### src/rtl/cpu_ctrl_fsm.sv
// cpu_ctrl_fsm -- multi-cycle CPU control state machine.
//
// Sequences IF -> ID -> EX -> MEM -> WB for a small MIPS-like instruction
// set (R, ADDI, LW, SW, BEQ, J, HALT; anything else behaves as a NOP).
// Both memory ports use a req/ack handshake: req is held until ack, and
// the control outputs that depend on ack are combinational in that cycle.
//
// Optional build macro:
//   CTRL_STALL_CNT_EN  -- when defined, stall_cnt counts handshake wait
//                         cycles (saturating). When undefined it is tied to 0.
//
// Ports:
//   CLK        in   clock, rising edge
//   RST        in   asynchronous active-high reset
//   opcode     in   6-bit opcode from IR, sampled in ID
//   zero       in   ALU zero flag, used in EX for BEQ
//   imem_req   out  instruction fetch request      / imem_ack in
//   dmem_req   out  data memory request, dmem_we   / dmem_ack in
//   pc_we      out  PC write enable; pc_src 00=PC+4 01=branch 10=jump
//   ir_we      out  instruction register write enable
//   reg_we     out  register file write; reg_dst 1=rd; mem_to_reg 1=load data
//   alu_src    out  1 = immediate operand; alu_op 000=ADD 001=SUB 111=funct
//   halted     out  high in HALT
//   stall_cnt  out  16-bit saturating wait-cycle counter
module cpu_ctrl_fsm (
  input  logic        CLK,
  input  logic        RST,
  input  logic [5:0]  opcode,
  input  logic        zero,
  output logic        imem_req,
  input  logic        imem_ack,
  output logic        dmem_req,
  output logic        dmem_we,
  input  logic        dmem_ack,
  output logic        pc_we,
  output logic [1:0]  pc_src,
  output logic        ir_we,
  output logic        reg_we,
  output logic        reg_dst,
  output logic        mem_to_reg,
  output logic        alu_src,
  output logic [2:0]  alu_op,
  output logic        halted,
  output logic [15:0] stall_cnt
);

  localparam logic [5:0] OP_R    = 6'b000000;
  localparam logic [5:0] OP_ADDI = 6'b001000;
  localparam logic [5:0] OP_LW   = 6'b100011;
  localparam logic [5:0] OP_SW   = 6'b101011;
  localparam logic [5:0] OP_BEQ  = 6'b000100;
  localparam logic [5:0] OP_J    = 6'b000010;
  localparam logic [5:0] OP_HALT = 6'b111111;

  typedef enum logic [2:0] {
    ST_IDLE,
    ST_IF,
    ST_ID,
    ST_EX,
    ST_MEM,
    ST_WB,
    ST_HALT
  } state_t;

  state_t     state, state_nxt;
  logic [5:0] op_q;

  always_ff @(posedge CLK or posedge RST) begin
    if (RST) begin
      state <= ST_IDLE;
      op_q  <= '0;
    end else begin
      state <= state_nxt;
      if (state == ST_ID) op_q <= opcode;
    end
  end

  // ID decodes the live opcode (op_q is being loaded on this same edge);
  // every later state decodes op_q.
  always_comb begin
    state_nxt  = state;
    imem_req   = 1'b0;
    dmem_req   = 1'b0;
    dmem_we    = 1'b0;
    pc_we      = 1'b0;
    pc_src     = 2'b00;
    ir_we      = 1'b0;
    reg_we     = 1'b0;
    reg_dst    = 1'b0;
    mem_to_reg = 1'b0;
    alu_src    = 1'b0;
    alu_op     = 3'b000;
    halted     = 1'b0;
    case (state)
      ST_IDLE: state_nxt = ST_IF;
      ST_IF: begin
        imem_req = 1'b1;
        if (imem_ack) begin
          ir_we     = 1'b1;
          pc_we     = 1'b1;
          pc_src    = 2'b00;
          state_nxt = ST_ID;
        end
      end
      ST_ID: begin
        case (opcode)
          OP_J: begin
            pc_we     = 1'b1;
            pc_src    = 2'b10;
            state_nxt = ST_IF;
          end
          OP_HALT:                            state_nxt = ST_HALT;
          OP_R, OP_ADDI, OP_LW, OP_SW, OP_BEQ: state_nxt = ST_EX;
          default:                            state_nxt = ST_IF;
        endcase
      end
      ST_EX: begin
        case (op_q)
          OP_R: begin
            alu_op    = 3'b111;
            state_nxt = ST_WB;
          end
          OP_ADDI: begin
            alu_src   = 1'b1;
            state_nxt = ST_WB;
          end
          OP_LW, OP_SW: begin
            alu_src   = 1'b1;
            state_nxt = ST_MEM;
          end
          OP_BEQ: begin
            alu_op    = 3'b001;
            pc_src    = 2'b01;
            pc_we     = zero;
            state_nxt = ST_IF;
          end
          default: state_nxt = ST_IF;
        endcase
      end
      ST_MEM: begin
        dmem_req = 1'b1;
        dmem_we  = (op_q == OP_SW);
        if (dmem_ack) state_nxt = (op_q == OP_LW) ? ST_WB : ST_IF;
      end
      ST_WB: begin
        reg_we     = 1'b1;
        reg_dst    = (op_q == OP_R);
        mem_to_reg = (op_q == OP_LW);
        state_nxt  = ST_IF;
      end
      ST_HALT: halted = 1'b1;
      default: state_nxt = ST_IDLE;
    endcase
  end

`ifdef CTRL_STALL_CNT_EN
  logic stall;
  assign stall = (imem_req & ~imem_ack) | (dmem_req & ~dmem_ack);

  always_ff @(posedge CLK or posedge RST) begin
    if (RST)                          stall_cnt <= '0;
    else if (stall && stall_cnt != '1) stall_cnt <= stall_cnt + 16'd1;
  end
`else
  assign stall_cnt = '0;
`endif

endmodule
### config.mk
export PLATFORM = sky130hd
export DESIGN_NAME = cpu_ctrl_fsm
export DESIGN_NICKNAME = d
export VERILOG_FILES = /design/src/rtl/cpu_ctrl_fsm.sv
export SDC_FILE = /design/constraint.sdc
export NUM_CORES = 1
export LEC_CHECK = 0
export BUFFER_PORTS_ARGS = -buffer_cell sky130_fd_sc_hd__buf_2
export CAP_MARGIN = 20
export CORE_UTILIZATION = 40
export CTS_CLUSTER_SIZE = 24
export DETAILED_ROUTE_END_ITERATION = 6
export PLACE_DENSITY = 0.72
export SLEW_MARGIN = 0
export SYNTH_ARGS = -nofsm -noshare
export SYNTH_HDL_FRONTEND = slang
export SYNTH_SLANG_ARGS = --single-unit
### constraint.sdc
create_clock -name CLK -period 3.65 [get_ports CLK]
set_input_delay 0.365 -clock CLK [delete_from_list [all_inputs] [get_ports CLK]]
set_output_delay 0.365 -clock CLK [all_outputs]
set_load 0.005 [all_outputs]
**Word level (Yosys, flattened, before mapping)**

Cells that the tools add are included.

- Bitwise gates (word level): 1
- Muxes and demuxes: 25
- Reductions and logical operators: 9
- Equality and inequality tests: 18

Operators with widths:

| operator | count |
|---|---|
| $eq 6x6->1 const B | 5 |
| $pmux 3 s2 | 3 |
| $pmux 3 s6 | 1 |
| $mux 1 | 14 |
| $eq 6x3->1 const B | 2 |
| $eq 6x4->1 const B | 2 |
| $logic_not 6->1 | 2 |
| $mux 3 | 4 |
| $eq 3x3->1 const B | 3 |
| $eq 3x2->1 const B | 2 |
| $eq 6x2->1 const B | 1 |
| $reduce_or 2->1 | 3 |
| $reduce_or 5->1 | 1 |
| $ne 2x2->1 const B | 2 |
| $pmux 2 s2 | 1 |
| $eq 3x1->1 const B | 1 |
| $logic_not 3->1 | 1 |
| $pmux 1 s3 | 1 |
| $reduce_and 3->1 | 1 |
| $reduce_or 3->1 | 1 |
| $mux 2 | 1 |
| $not 1->1 | 1 |

- Flip-flop bits (word level): 9
- Output and inout bits: 31
- Logic and storage cells: 55
- Input port bits: 11

**Longest topological paths before layout**

Gate-level depths: netlist (run 1).

- Word-level depth: 4
- Depth in mapped cells: 5
- Gate-level depth less buffers: 4

**Worst setup path after synthesis (run 1)**

Ideal clock, no wire load.

- Path kind: register to output
- From: register op_q[0]
- To: output alu_op[2]
- Path buffers: 1
- Data required time: 3.285 ns
- Path slack: 1.869 ns
- Cell stages (with the launch flop): 4
- Data arrival time: 1.416 ns
- Cell sequence: dfrtp_1 or4_4 nor4_1 buf_4

- Word-level cells in the longest chain between the ends: 3
- Elaborated cells on any way between the ends: 4
- Classes of those cells: 1 x eq/ne; 2 x mux; 1 x reduce/logical

Ends and longest elaborated chain:

| what | RTL line | text |
|---|---|---|
| start, declared | 66 | `logic [5:0] op_q;` |
| start signal, assigned | 74 | `if (state == ST_ID) op_q <= opcode;` |
| $eq 6x3->1 or $logic_not 6->1 (tied branches) | 118 | `case (op_q)` |
| $pmux 3 s2 * | 118 |  |
| $mux 3 * | 94 | `case (state)` |
| end, declared | 42 | `output logic [2:0] alu_op,` |

Every way passes the cells marked *; elsewhere a longest branch is shown, timed or not.

**Worst setup path in the final report (run 1)**

- From: register state[1]
- To: output pc_we

- Word-level cells in the longest chain between the ends: 2
- Elaborated cells on any way between the ends: 4
- Classes of those cells: 3 x eq/ne; 1 x mux

Ends and longest elaborated chain:

| what | RTL line | text |
|---|---|---|
| start, declared | 65 | `state_t state, state_nxt;` |
| start signal, assigned | 73 | `state <= state_nxt;` |
| $eq 3x2->1 or $eq 3x1->1 (tied branches) | 94 |  |
| $pmux 1 s3 * | 94 |  |
| end, declared | 35 | `output logic pc_we,` |

Marked as above.

==> results.cfg, run 1 <==
[outcome]
outcome = finished clean

[logic_synthesis]
post_synth_instance_area_um2 = 792
postSynthAreaPerCell_um2 = 9.32
post-synth-top-area-cell = sky130_fd_sc_hd__dfrtp_1
synth_largest_type_area_fraction = 0.284
yosysUniqueCellTypes = 35
postSynthRegisterBits = 9
synthesis.yosys.warnings = 0
syn_inst = 85
synth.yosys.seq_area_share = 0.284
synth.area.top_cells = sky130_fd_sc_hd__dfrtp_1 28%, sky130_fd_sc_hd__buf_4 18%, sky130_fd_sc_hd__mux2_1 10%

[floorplanning]
die_y_um = 46.5
initial_utilization = 0.444
standard_cell_row_count = 15
ioPinCount = 42
core_um2 = 1780
die_x_um = 46.5
overall_die_area_um2 = 2160

[routing]
antenna_violating_nets_post_route = 0
routed_wl_um = 1660
drc = 0
post_drt_via_cell_ratio = 5.01
drt-wirelength-per-cell_um = 12.4
drt_iter0_drc = 12
drt-pass1-iter-count = 4
dr_total_vias = 671

[global_route]
global_route.overflow_total = 0
grt_first_pass_wirelength_um = 2440
grt_pass1_vias = 527
grt.total_usage = 0.167
antenna_found_initial = 0
pin_count_of_the_biggest_net_entering_global_routing = 12

[setup_path]
cp_data_required_time_ns = 3.28
crit_path_top_delay_cell = sky130_fd_sc_hd__dfrtp_1
cp_cell_sequence = nor3b_4, and4_1, a311o_1, buf_2
critPathMaxStageDelay_ns = 0.59
endpoint_kind = output port
path_max_fanout = 11
critical-path-top-delay-family = simple AND/OR/NAND/NOR gates
timing.critical_path.from_type = flip-flop
timing_worst_setup_path_type = flip-flop to output port
crit_arrival_ns = 1.82
worstPathBufferInverterCount = 1

[clocking]
clock_latency_ns = 0.26
cts_hold_repair.buffers = 0
clk_pin_slew_worst_paths_ns = 0.06
cts.sink_count = 9
cts-buffers-inserted = 3
post-cts-setup-buffer-count = 0
clk_path_buf_depth = 2
clk_root_buffer_cell = sky130_fd_sc_hd__clkbuf_4
tritoncts = yes
ctsHtreeMaxLevel = 1
post_cts_resize_count = 0

[cells_and_area]
final_util = 0.495
nNetsFinal = 121
diodes = 0
seq_area_um2 = 225
share_of_layout_cells_above_drive_strength_1 = 0.303
num-fill-cells = 188
syn_to_final_growth_pct = 11.5
multiInputGateArea_um2 = 460
mostFrequentLayoutCell = sky130_fd_sc_hd__buf_2
layout.cells.most_common_list = 25 x sky130_fd_sc_hd__buf_2, 16 x sky130_fd_sc_hd__conb_1, 9 x sky130_fd_sc_hd__dfrtp_1

[power]
worst_ir_drop_vdd_mv = 0.328
powerDensity_nw_per_um2 = 584
power_leakage_nw = 0.454

[sta]
min_period_ns = 2.19
report.final.setup_viol = 0
max_transition_viols_final = 0
rsz_0062_raised_after_global_routing = false
final.setup.worst_slack_ns = 1.46
timing.fmax_mhz = 457
timing.setup.tns_ns = 0
hold_viol_final = 0
finalCritPeriodShare = 0.599
timing.clock.skew_ns = 0.00181

[flow_run]
cap_viol_max_count = 0

[placed_design]
place.detailed.hpwl_um = 1300
pre_cts_setup_slack_ns = 1.75
buffers_added_on_ports = 25
gp_congestion = 0.804

[worst_hold_path]
hold_class = input pin to async pin
[per-layer routing]
| metal | vias to the layer above | global-route usage | wire length, um | part of all wire |
|---|---|---|---|---|
| met5 | - | 0 | 0 | 0 |
| met4 | 0 | 0.0353 | 0 | 0 |
| met3 | 0 | 0.0706 | 94 | 0.057 |
| met2 | 27 | 0.244 | 797 | 0.48 |
| met1 | 319 | 0.226 | 764 | 0.46 |
| li1 | 325 | - | - | - |
[cells by family (layout without fill, tap and decap cells)]
group / count (synthesis) / count (layout) / synth area share
other cells: 1 / 16 / 0.00473
buf+inv: 24 / 33 / 0.205
compound gates: 12 / 12 / 0.109
mux: 7 / 7 / 0.0995
flops: 9 / 9 / 0.284
simple gates: 32 / 32 / 0.297
[worst paths after layout]
kind | startpoint | endpoint | slack (ns) | cells past startpoint
max reg2reg | state[1] | op_q[3] | 2.13 | 2
min in group CLK | opcode[2] | op_q[2] | 0.38 | 2
max | state[1] | pc_we | 1.46 | 4
min | RST | op_q[1] | 0.05 | 2
min reg2reg | op_q[5] | op_q[5] | 0.54 | 1
max in group asynchronous | RST | state[2] | 3.34 | 2
[cells in the mapped netlist, drive strengths merged]
master	instances
buf	20
dfrtp	9
mux2	7
nor2	5
a21oi	4
inv	4
nor3	4
nand2b	3
and3	2
and4	2
nand2	2
nand3b	2
nor2b	2
nor3b	2
nor4	2
or4	2
a22oi	1
a311o	1
a31o	1
and2	1
conb	1
nand3	1
nand4	1
o2111ai	1
o211ai	1
o21bai	1
o221ai	1
o31ai	1
or2	1
[metrics by stage]
step                total power, mW  cell area, um2  hold WS [ns]  instances
global placement              0.431             857         0.342        130
detailed placement            0.437             857         0.350        130
CTS                           0.518             883        0.0638        134
floorplan                     0.390             848         0.193        100
finish                        0.516             883        0.0528        134
global route                  0.556             883        0.0884        134
[flip-flops by register name, summed over array words and instances (netlist names)]
| signal | count |
|---|---|
| state | 3 |
| op_q | 6 |
[worst reg2reg max path, stage by stage, from the launching register on]
cell and delay (ns):
sky130_fd_sc_hd__dfrtp_1 0.59, sky130_fd_sc_hd__nor3b_4 0.44, sky130_fd_sc_hd__mux2_1 0.37
[layout make-up]
cell class	count	share of cell area
Multi-Input combinational cell	67	0.521
Tap cell	25	0.0354
Clock buffer	4	0.0297
Timing Repair Buffer	25	0.142
Inverter	4	0.0170
Sequential cell	9	0.255
[where the power goes]
part           total [mW]  internal, mW  switching (mW)  leakage, nW
Combinational       0.207         0.108          0.0983        0.331
Clock              0.0793        0.0423          0.0370       0.0150
Sequential          0.230         0.145          0.0853        0.109
(Power assumes the default switching activity.)
==> run 2, diff against run 1 <==
==> constraint.sdc (replaced) <==
create_clock -name CLK -period 2.03 [get_ports CLK]
set_input_delay 0.203 -clock CLK [delete_from_list [all_inputs] [get_ports CLK]]
set_output_delay 0.203 -clock CLK [all_outputs]
set_load 0.005 [all_outputs]
==> run 2 against run 1 <==
  * Sequential share of layout area shrank 0.53 points
  * Combinational power is 80% higher
  * Global-route usage grew 1.0 points
  * Sequential power rose by 82%
  * Highest routed layer is now met4
  * Register-to-register slack worse by 1.6 ns
  * Critical endpoint unchanged
==> results.cfg, run 2 (synthesis gave the netlist of run 1 again) <==
[floorplanning]
die_x_um = 46.5
overall_die_area_um2 = 2160
standard_cell_row_count = 15
core_um2 = 1780
initial_utilization = 0.444
ioPinCount = 42
die_y_um = 46.5

[global_route]
antenna_found_initial = 0
grt_first_pass_wirelength_um = 2660
grt.total_usage = 0.177
pin_count_of_the_biggest_net_entering_global_routing = 12
global_route.overflow_total = 0
grt_pass1_vias = 580

[placed_design]
place.detailed.hpwl_um = 1320
gp_congestion = 0.787
buffers_added_on_ports = 25
pre_cts_setup_slack_ns = 0.411

[clocking]
ctsHtreeMaxLevel = 1
clk_path_buf_depth = 2
post-cts-setup-buffer-count = 0
clk_pin_slew_worst_paths_ns = 0.07
clk_root_buffer_cell = sky130_fd_sc_hd__clkbuf_4
cts_hold_repair.buffers = 1
cts-buffers-inserted = 3
post_cts_resize_count = 0
cts.sink_count = 9
clock_latency_ns = 0.28
tritoncts = yes

[setup_path]
critical-path-top-delay-family = simple AND/OR/NAND/NOR gates
reg2regPathDepth = 3
critPathCapture = pc_we
worstReg2RegEnd = op_q[3]
critical_path_cell_count = 4
cp_cell_sequence = or4_4, nor3_4, a311o_1, buf_2
crit_path_top_delay_cell = sky130_fd_sc_hd__or4_4
critPathMaxStageDelay_ns = 0.58
timing_worst_setup_path_type = flip-flop to output port
path_max_fanout = 4
worstPathBufferInverterCount = 1
timing.critical_path.from_type = flip-flop
reg_to_reg_setup_timing_slack_ns = 0.54
crit_arrival_ns = 1.71
cp_data_required_time_ns = 1.83
startpoint = op_q[0]
endpoint_kind = output port
worstReg2RegStart = state[1]

[cells_and_area]
largest_registers = op_q (6), state (3)
largest_reg_flops = 6
nNetsFinal = 123
final_util = 0.506
diodes = 0
share_of_layout_cells_above_drive_strength_1 = 0.315
registers.top_by_ff_count = op_q
num-fill-cells = 175
syn_to_final_growth_pct = 13.9
layout.cells.most_common_list = 25 x sky130_fd_sc_hd__buf_2, 16 x sky130_fd_sc_hd__conb_1, 9 x sky130_fd_sc_hd__dfrtp_1
mostFrequentLayoutCell = sky130_fd_sc_hd__buf_2

[sta]
rsz_0062_raised_after_global_routing = false
finalCritPeriodShare = 0.942
report.final.setup_viol = 0
timing.setup.tns_ns = 0
max_transition_viols_final = 0
hold_viol_final = 0
timing.fmax_mhz = 523
final.setup.worst_slack_ns = 0.118
timing.clock.skew_ns = 0.00392
worst_hold_slack_ns = 0.198
min_period_ns = 1.91

[routing]
antenna_violating_nets_post_route = 0
drt-wirelength-per-cell_um = 12.4
post_drt_via_cell_ratio = 5.01
drt-pass1-iter-count = 3
routed_wl_um = 1680
dr_total_vias = 681
drt_iter0_drc = 11
drc = 0

[worst_hold_path]
hold_class = input pin to flip-flop

[power]
powerDensity_nw_per_um2 = 1040
power_leakage_nw = 0.467
worst_ir_drop_vdd_mv = 0.575

[flow_run]
cap_viol_max_count = 0

[outcome]
outcome = finished clean
## run 2: changes by cell type in the layout (fill, tap and decap cells not counted)
cell | previous run | this run
sky130_fd_sc_hd__buf_4 | 0 | 1
sky130_fd_sc_hd__clkbuf_1 | 1 | 0
sky130_fd_sc_hd__clkinv_2 | 0 | 1
sky130_fd_sc_hd__dlygate4sd3_1 | 0 | 1
## run 2: through the flow
stage	instances	area, um2	total power, mW
after CTS	136	902	0.946
after global placement	131	865	0.781
final	136	902	0.942
after detailed placement	131	865	0.792
after floorplan	100	848	0.701
after global routing	136	902	1.02
## run 2: worst register-to-register path: stages (launching register included)
cell	delay (ns)
sky130_fd_sc_hd__dfrtp_1	0.60
sky130_fd_sc_hd__nor3b_4	0.27
sky130_fd_sc_hd__buf_4	0.18
sky130_fd_sc_hd__mux2_1	0.32
## run 2: area by class of cell
class                           instances  area (um2)  area share
Tap cell                               25        31.3      0.0347
Multi-Input combinational cell         67         460       0.510
Clock inverter                          1        5.00     0.00555
Clock buffer                            3        22.5      0.0250
Timing Repair Buffer                   27         143       0.158
Inverter                                4        15.0      0.0166
Sequential cell                         9         225       0.250
## run 2: where the power goes
part	internal (mW)	leakage, nW	switching [mW]
clock network	0.0732	0.0177	0.0761
logic	0.201	0.340	0.171
registers	0.261	0.109	0.159
total	0.536	0.467	0.406
## run 2: how the worst min path moves through the flow
stage | cells after the start | start | to | slack, ns
floorplan | 1 | RST | op_q[0] | 0.03
CTS | 2 | opcode[0] | op_q[0] | 0.19
detailed placement | 2 | RST | op_q[4] | 0.19
global placement | 2 | RST | op_q[4] | 0.19
global route | 2 | opcode[0] | op_q[0] | 0.20
finish | 2 | opcode[0] | op_q[0] | 0.20
## run 2: routing by layer
metal | part of all wire | GRT usage
met1 | 0.46 | 0.239
met2 | 0.48 | 0.272
met3 | 0.056 | 0.0588
met4 | 0.0077 | 0.0353
met5 | 0 | 0
